File: src/rtl/sharpx1_ioctl_loader.sv
// Sharp X1 ROM/RAM image loader: receives ioctl download bytes and writes them to IPL, CHR or RAM.
// Holds the Z80 in reset during a session and for HOLD_CYCLES clocks after it ends.
//
// state  | meaning
// IDLE   | no session; counters, checksum and error flag hold their last values
// LOAD   | session open, waiting for an ioctl_wr byte
// STALL  | byte latched, target memory busy, source held off
// WRITE  | one-cycle write enable to the latched target
// FINISH | session over, counting down the cpu_hold extension
module sharpx1_ioctl_loader #(
  parameter int HOLD_CYCLES = 16,
  parameter int IPL_BYTES   = 4096,
  parameter int CHR_BYTES   = 2048,
  parameter int RAM_BYTES   = 65536
) (
  input  logic        clk_sys,
  input  logic        reset_n,
  input  logic        ioctl_download,
  input  logic [7:0]  ioctl_index,
  input  logic        ioctl_wr,
  input  logic [24:0] ioctl_addr,
  input  logic [7:0]  ioctl_dout,
  output logic        ioctl_wait,
  input  logic        mem_busy,
  output logic        ipl_we,
  output logic        chr_we,
  output logic        ram_we,
  output logic [15:0] mem_addr,
  output logic [7:0]  mem_data,
  output logic        cpu_hold,
  output logic        load_done,
  output logic        load_err,
  output logic [16:0] byte_count,
  output logic [7:0]  checksum
);

  typedef enum logic [2:0] {IDLE, LOAD, STALL, WRITE, FINISH} state_t;

  localparam int HW = (HOLD_CYCLES > 1) ? $clog2(HOLD_CYCLES) : 1;
  localparam logic [HW-1:0] HOLD_LOAD = HW'(HOLD_CYCLES - 1);

  state_t         state_q, state_d;
  logic [7:0]     index_q, index_d;
  logic [HW-1:0]  hold_q, hold_d;
  logic           wait_q, wait_d;
  logic           ipl_we_q, ipl_we_d, chr_we_q, chr_we_d, ram_we_q, ram_we_d;
  logic [15:0]    mem_addr_q, mem_addr_d;
  logic [7:0]     mem_data_q, mem_data_d;
  logic           cpu_hold_q, cpu_hold_d;
  logic           load_done_q, load_done_d;
  logic           load_err_q, load_err_d;
  logic [16:0]    byte_count_q, byte_count_d;
  logic [7:0]     checksum_q, checksum_d;
  logic [24:0]    limit;
  logic           fire;

  always_comb begin
    case (index_q)
      8'd0:    limit = 25'(IPL_BYTES);
      8'd1:    limit = 25'(CHR_BYTES);
      default: limit = 25'(RAM_BYTES);
    endcase
  end

  always_comb begin
    state_d      = state_q;
    index_d      = index_q;
    hold_d       = hold_q;
    mem_addr_d   = mem_addr_q;
    mem_data_d   = mem_data_q;
    cpu_hold_d   = cpu_hold_q;
    load_err_d   = load_err_q;
    byte_count_d = byte_count_q;
    checksum_d   = checksum_q;
    load_done_d  = 1'b0;
    ipl_we_d     = 1'b0;
    chr_we_d     = 1'b0;
    ram_we_d     = 1'b0;
    fire         = 1'b0;

    case (state_q)
      IDLE: begin
        if (ioctl_download) begin
          state_d      = LOAD;
          index_d      = ioctl_index;
          byte_count_d = '0;
          checksum_d   = '0;
          load_err_d   = 1'b0;
          cpu_hold_d   = 1'b1;
        end
      end
      LOAD: begin
        if (ioctl_wr) begin
          if (index_q > 8'd2 || ioctl_addr >= limit) begin
            load_err_d = 1'b1;
          end else begin
            mem_addr_d = ioctl_addr[15:0];
            mem_data_d = ioctl_dout;
            state_d    = mem_busy ? STALL : WRITE;
            fire       = !mem_busy;
          end
        end else if (!ioctl_download) begin
          state_d     = FINISH;
          load_done_d = 1'b1;
          hold_d      = HOLD_LOAD;
        end
      end
      STALL: begin
        if (ioctl_wr) load_err_d = 1'b1;
        if (!mem_busy) begin
          state_d = WRITE;
          fire    = 1'b1;
        end
      end
      WRITE: begin
        if (ioctl_wr) load_err_d = 1'b1;
        if (ioctl_download) begin
          state_d = LOAD;
        end else begin
          state_d     = FINISH;
          load_done_d = 1'b1;
          hold_d      = HOLD_LOAD;
        end
      end
      FINISH: begin
        // A new session aborts the countdown; cpu_hold never drops in between.
        if (ioctl_download) begin
          state_d      = LOAD;
          index_d      = ioctl_index;
          byte_count_d = '0;
          checksum_d   = '0;
          load_err_d   = 1'b0;
        end else if (hold_q == '0) begin
          state_d    = IDLE;
          cpu_hold_d = 1'b0;
        end else begin
          hold_d = hold_q - 1'b1;
        end
      end
      default: state_d = IDLE;
    endcase

    // Enables are registered on entry to WRITE so they are high for exactly that cycle.
    if (fire) begin
      ipl_we_d     = (index_q == 8'd0);
      chr_we_d     = (index_q == 8'd1);
      ram_we_d     = (index_q == 8'd2);
      byte_count_d = byte_count_q + 17'd1;
      checksum_d   = checksum_q + mem_data_d;
    end

    wait_d = (state_d == STALL) || (state_d == WRITE);
  end

  always_ff @(posedge clk_sys) begin
    if (!reset_n) begin
      state_q      <= IDLE;
      index_q      <= '0;
      hold_q       <= '0;
      wait_q       <= 1'b0;
      ipl_we_q     <= 1'b0;
      chr_we_q     <= 1'b0;
      ram_we_q     <= 1'b0;
      mem_addr_q   <= '0;
      mem_data_q   <= '0;
      cpu_hold_q   <= 1'b0;
      load_done_q  <= 1'b0;
      load_err_q   <= 1'b0;
      byte_count_q <= '0;
      checksum_q   <= '0;
    end else begin
      state_q      <= state_d;
      index_q      <= index_d;
      hold_q       <= hold_d;
      wait_q       <= wait_d;
      ipl_we_q     <= ipl_we_d;
      chr_we_q     <= chr_we_d;
      ram_we_q     <= ram_we_d;
      mem_addr_q   <= mem_addr_d;
      mem_data_q   <= mem_data_d;
      cpu_hold_q   <= cpu_hold_d;
      load_done_q  <= load_done_d;
      load_err_q   <= load_err_d;
      byte_count_q <= byte_count_d;
      checksum_q   <= checksum_d;
    end
  end

  assign ioctl_wait = wait_q;
  assign ipl_we     = ipl_we_q;
  assign chr_we     = chr_we_q;
  assign ram_we     = ram_we_q;
  assign mem_addr   = mem_addr_q;
  assign mem_data   = mem_data_q;
  assign cpu_hold   = cpu_hold_q;
  assign load_done  = load_done_q;
  assign load_err   = load_err_q;
  assign byte_count = byte_count_q;
  assign checksum   = checksum_q;

endmodule

File: config.mk
export PLATFORM = sky130hd
export DESIGN_NAME = sharpx1_ioctl_loader
export DESIGN_NICKNAME = d
export VERILOG_FILES = /design/src/rtl/sharpx1_ioctl_loader.sv
export SDC_FILE = /design/constraint.sdc
export NUM_CORES = 1
export LEC_CHECK = 0
export ABC_AREA = 1
export BUFFER_PORTS_ARGS = -buffer_cell sky130_fd_sc_hd__buf_2
export CAP_MARGIN = 0
export CELL_PAD_IN_SITES_DETAIL_PLACEMENT = 1
export CELL_PAD_IN_SITES_GLOBAL_PLACEMENT = 1
export CORE_MARGIN = 8
export CORE_UTILIZATION = 39
export CTS_BUF_LIST = sky130_fd_sc_hd__clkbuf_16
export DETAILED_ROUTE_END_ITERATION = 10
export PLACE_DENSITY_LB_ADDON = 0.1
export SYNTH_ARGS = -nofsm -noshare
export SYNTH_HDL_FRONTEND = slang
export SYNTH_SLANG_ARGS = --single-unit
export TNS_END_PERCENT = 30
File: constraint.sdc
create_clock -name clk_sys -period 5.2 [get_ports clk_sys]
set_input_delay 1.04 -clock clk_sys [delete_from_list [all_inputs] [get_ports clk_sys]]
set_output_delay 1.04 -clock clk_sys [all_outputs]
set_load 0.01 [all_outputs]
==> results.json <==
{
  "yosysSeqAreaShare_pct": 40.5,
  "cp_slowest_stage_delay_ps": 350,
  "cts_tree": "built",
  "root_buffer": "clkbuf_16",
  "synthDistinctLibCells": 36,
  "cts.clk_slew.worst_paths_ps": 60,
  "dp.cells": 690,
  "fmax_mhz": 242,
  "ys_warn_count": 0,
  "ir_drop_mv": 0.165,
  "drcViolationCount": 0,
  "postRouteAntennaNets": 0,
  "die_w_um": 111,
  "syn2layout_area_growth_pct": 24.8,
  "status": "completed",
  "hold_viol": 0,
  "routed_wl_mm": 11.0,
  "cp_slowest_cell": "fa_1",
  "fin_crit_ps": 4130,
  "placed_area_um2": 4070,
  "vias": 3545,
  "tightest_slew_ps": 1110,
  "slew_headroom_pct": 26.0,
  "viasPerCell": 5.02,
  "core.rowCount": 34,
  "cts_sinks": 71,
  "min_path_type": "flop to flop",
  "fin_crit_sh_pct": 79.5,
  "nets": 652,
  "initial_core_util_pct": 40.2,
  "maxCapViolations": 0,
  "clockBufferDepth": 2,
  "fin_cells": 706,
  "dp_hpwl_mm": 8.16,
  "cp_common_cell": "a21oi_1",
  "required_ps": 5370,
  "cts-htree-levels": 3,
  "final-setup-viol-count": 0,
  "grt_setup_unrepaired": "no",
  "antenna_cells": 0,
  "fin_setup_tns_ps": 0,
  "regArea_um2": 1420,
  "fp.coreArea_um2": 8720,
  "avgSynthCellArea_um2": 7.09,
  "nFillCells": 1160,
  "cts_inserted_buffers": 9,
  "drt_iter0_drc": 101,
  "grt_pass1_vias": 3849,
  "mostFrequentLayoutCells": "101 x buf_2, 73 x inv_1, 72 x nand2_1",
  "die_area_um2": 12300,
  "crit_chain": "buf_2 -> ha_1 -> nand2_1 -> nand2_1 -> nor2_1 -> nand3_1 -> nor2_4 -> nand3_4 -> inv_2 -> or2_1 -> inv_1 -> a21oi_1 -> ha_1 -> inv_1 -> fa_1 -> inv_1 -> a21oi_1 -> o21ai_0 -> a21oi_1 -> o21bai_1 -> a21oi_1 -> o21ai_1 -> a21oi_1",
  "hold_buffers": 0,
  "numPortBuffers": 101,
  "drtPass1Iterations": 6,
  "multi_input_area_um2": 1710,
  "grt_max_degree": 36,
  "die_h_um": 111,
  "ys_ff_latch": 71,
  "netlist_area_um2": 3510,
  "endpoint_kind": "flop",
  "grt_pass1_wl_mm": 18.4,
  "final_max_slew_viol_count": 0,
  "drive_gt1_share_pct": 23.2,
  "power.density_nw_per_um2": 304,
  "io_pins": 102,
  "critPathMaxFanout": 17,
  "fin_worst_skew_ps": 6.64,
  "synthArstFlopShare_pct": 0,
  "synth_edf_count": 0,
  "ys.flop_type": "dfxtp_1",
  "power.leakage_nw": 2.15,
  "wl_per_cell_um": 15.5,
  "startpoint_type": "primary input",
  "post_cts.repair.setup_buffers": 0,
  "gp_congestion": 0.784,
  "cts-resized-gates": 0,
  "fin_area_um2": 4380,
  "antenna_found_initial": 0,
  "track_usage_pct": 17.9,
  "synthCells": 495,
  "syn_nets": 554,
  "critPathKind": "primary input to flop",
  "crit_arrival_ps": 4300,
  "grt_overflow": 0,
  "clk_latency_ps": 330,
  "final_common_cell": "buf_2"
}
## state kept, by name, summed over array words and instances, names as in the netlist
signal / cells
checksum: 8
chr_we: 1
load_done: 1
mem_addr: 16
mem_data: 8
index_q: 8
ram_we: 1
byte_count: 17
state_q: 3
hold_q: 4
load_err: 1
cpu_hold: 1
ipl_we: 1
ioctl_wait: 1
## cells in the mapped netlist, types with 2 or more instances
master,n,area [um2]
o21ai_0,39,195
o21ai_1,7,35.0
nand2_2,4,25.0
buf_2,2,10.0
nor2_1,64,240
inv_1,73,274
inv_2,4,15.0
or2_2,4,25.0
a21oi_1,62,310
buf_6,3,33.8
nor3_1,10,50.1
nor2_4,3,33.8
ha_1,12,150
nand4_1,3,18.8
or2_1,4,25.0
o22ai_1,2,12.5
and3_1,2,12.5
nand2_1,72,270
nand3_1,20,100
nor2_2,5,31.3
buf_4,2,15.0
a211oi_1,7,52.6
dfxtp_1,71,1420
clkbuf_1,8,30.0
## per-layer routing
metal	GRT usage (%)	up-vias	part of all wire, %
met4	5.41	0	1.1
met3	3.84	8	3.4
met1	20.1	1685	44
met5	0	-	0
met2	32.6	49	52
li1	-	1803	-
## final timing paths
kind	start	endpoint	slack (ps)	cells after the start
worst max-delay path	ioctl_addr[16]	checksum[6]	1070	23
worst min-delay path	cpu_hold	cpu_hold	460	2
worst min register to register	cpu_hold	cpu_hold	460	2
worst max register to register	index_q[2]	checksum[6]	1140	28
## cell families (layout without fill, tap and decap cells)
logic type               after synthesis  after routing  synth area share (%)
adder cells (fa/ha/maj)               13             13                  4.85
flip-flops                            71             71                  40.5
AO/OA/AOI/OAI                        122            122                  18.4
AND/OR/NAND/NOR                      196            196                  25.2
XOR/XNOR                               1              1                 0.250
buffers and inverters                 92            195                  10.8
## power breakdown
group	switching [mW]	total, mW	leakage (nW)	internal (mW)
Clock	0.242	0.659	0.155	0.417
Sequential	0.00722	0.562	0.575	0.555
Combinational	0.0703	0.109	1.42	0.0383
Total	0.319	1.33	2.15	1.01
## through the flow
step | util [%] | setup WS [ps] | power, mW | hold WS, ps
2_1_floorplan | - | 1310 | 0.642 | 444
3_3_place_gp | 46.6 | 964 | 0.679 | 451
3_5_place_dp | 46.6 | 779 | 0.683 | 455
4_1_cts | 50.2 | 1090 | 1.34 | 461
5_1_grt | 50.2 | 658 | 1.38 | 492
6_report | 50.2 | 1070 | 1.33 | 455
## layout make-up
| class | instances | share of cell area, % |
|---|---|---|
| Clock buffer | 9 | 5.14 |
| Clock inverter | 7 | 1.97 |
| Inverter | 77 | 6.60 |
| Multi-Input combinational cell | 332 | 39.0 |
| Sequential cell | 71 | 32.5 |
| Tap cell | 108 | 3.09 |
| Timing Repair Buffer | 102 | 11.7 |
## worst max-delay path, delay by kind of cell
kind            cells  cell delay, ps
compound gates      8            1010
simple gates        7             850
fa+ha+maj           3             820
buf+inv             5             560
(Power assumes the default switching activity.)
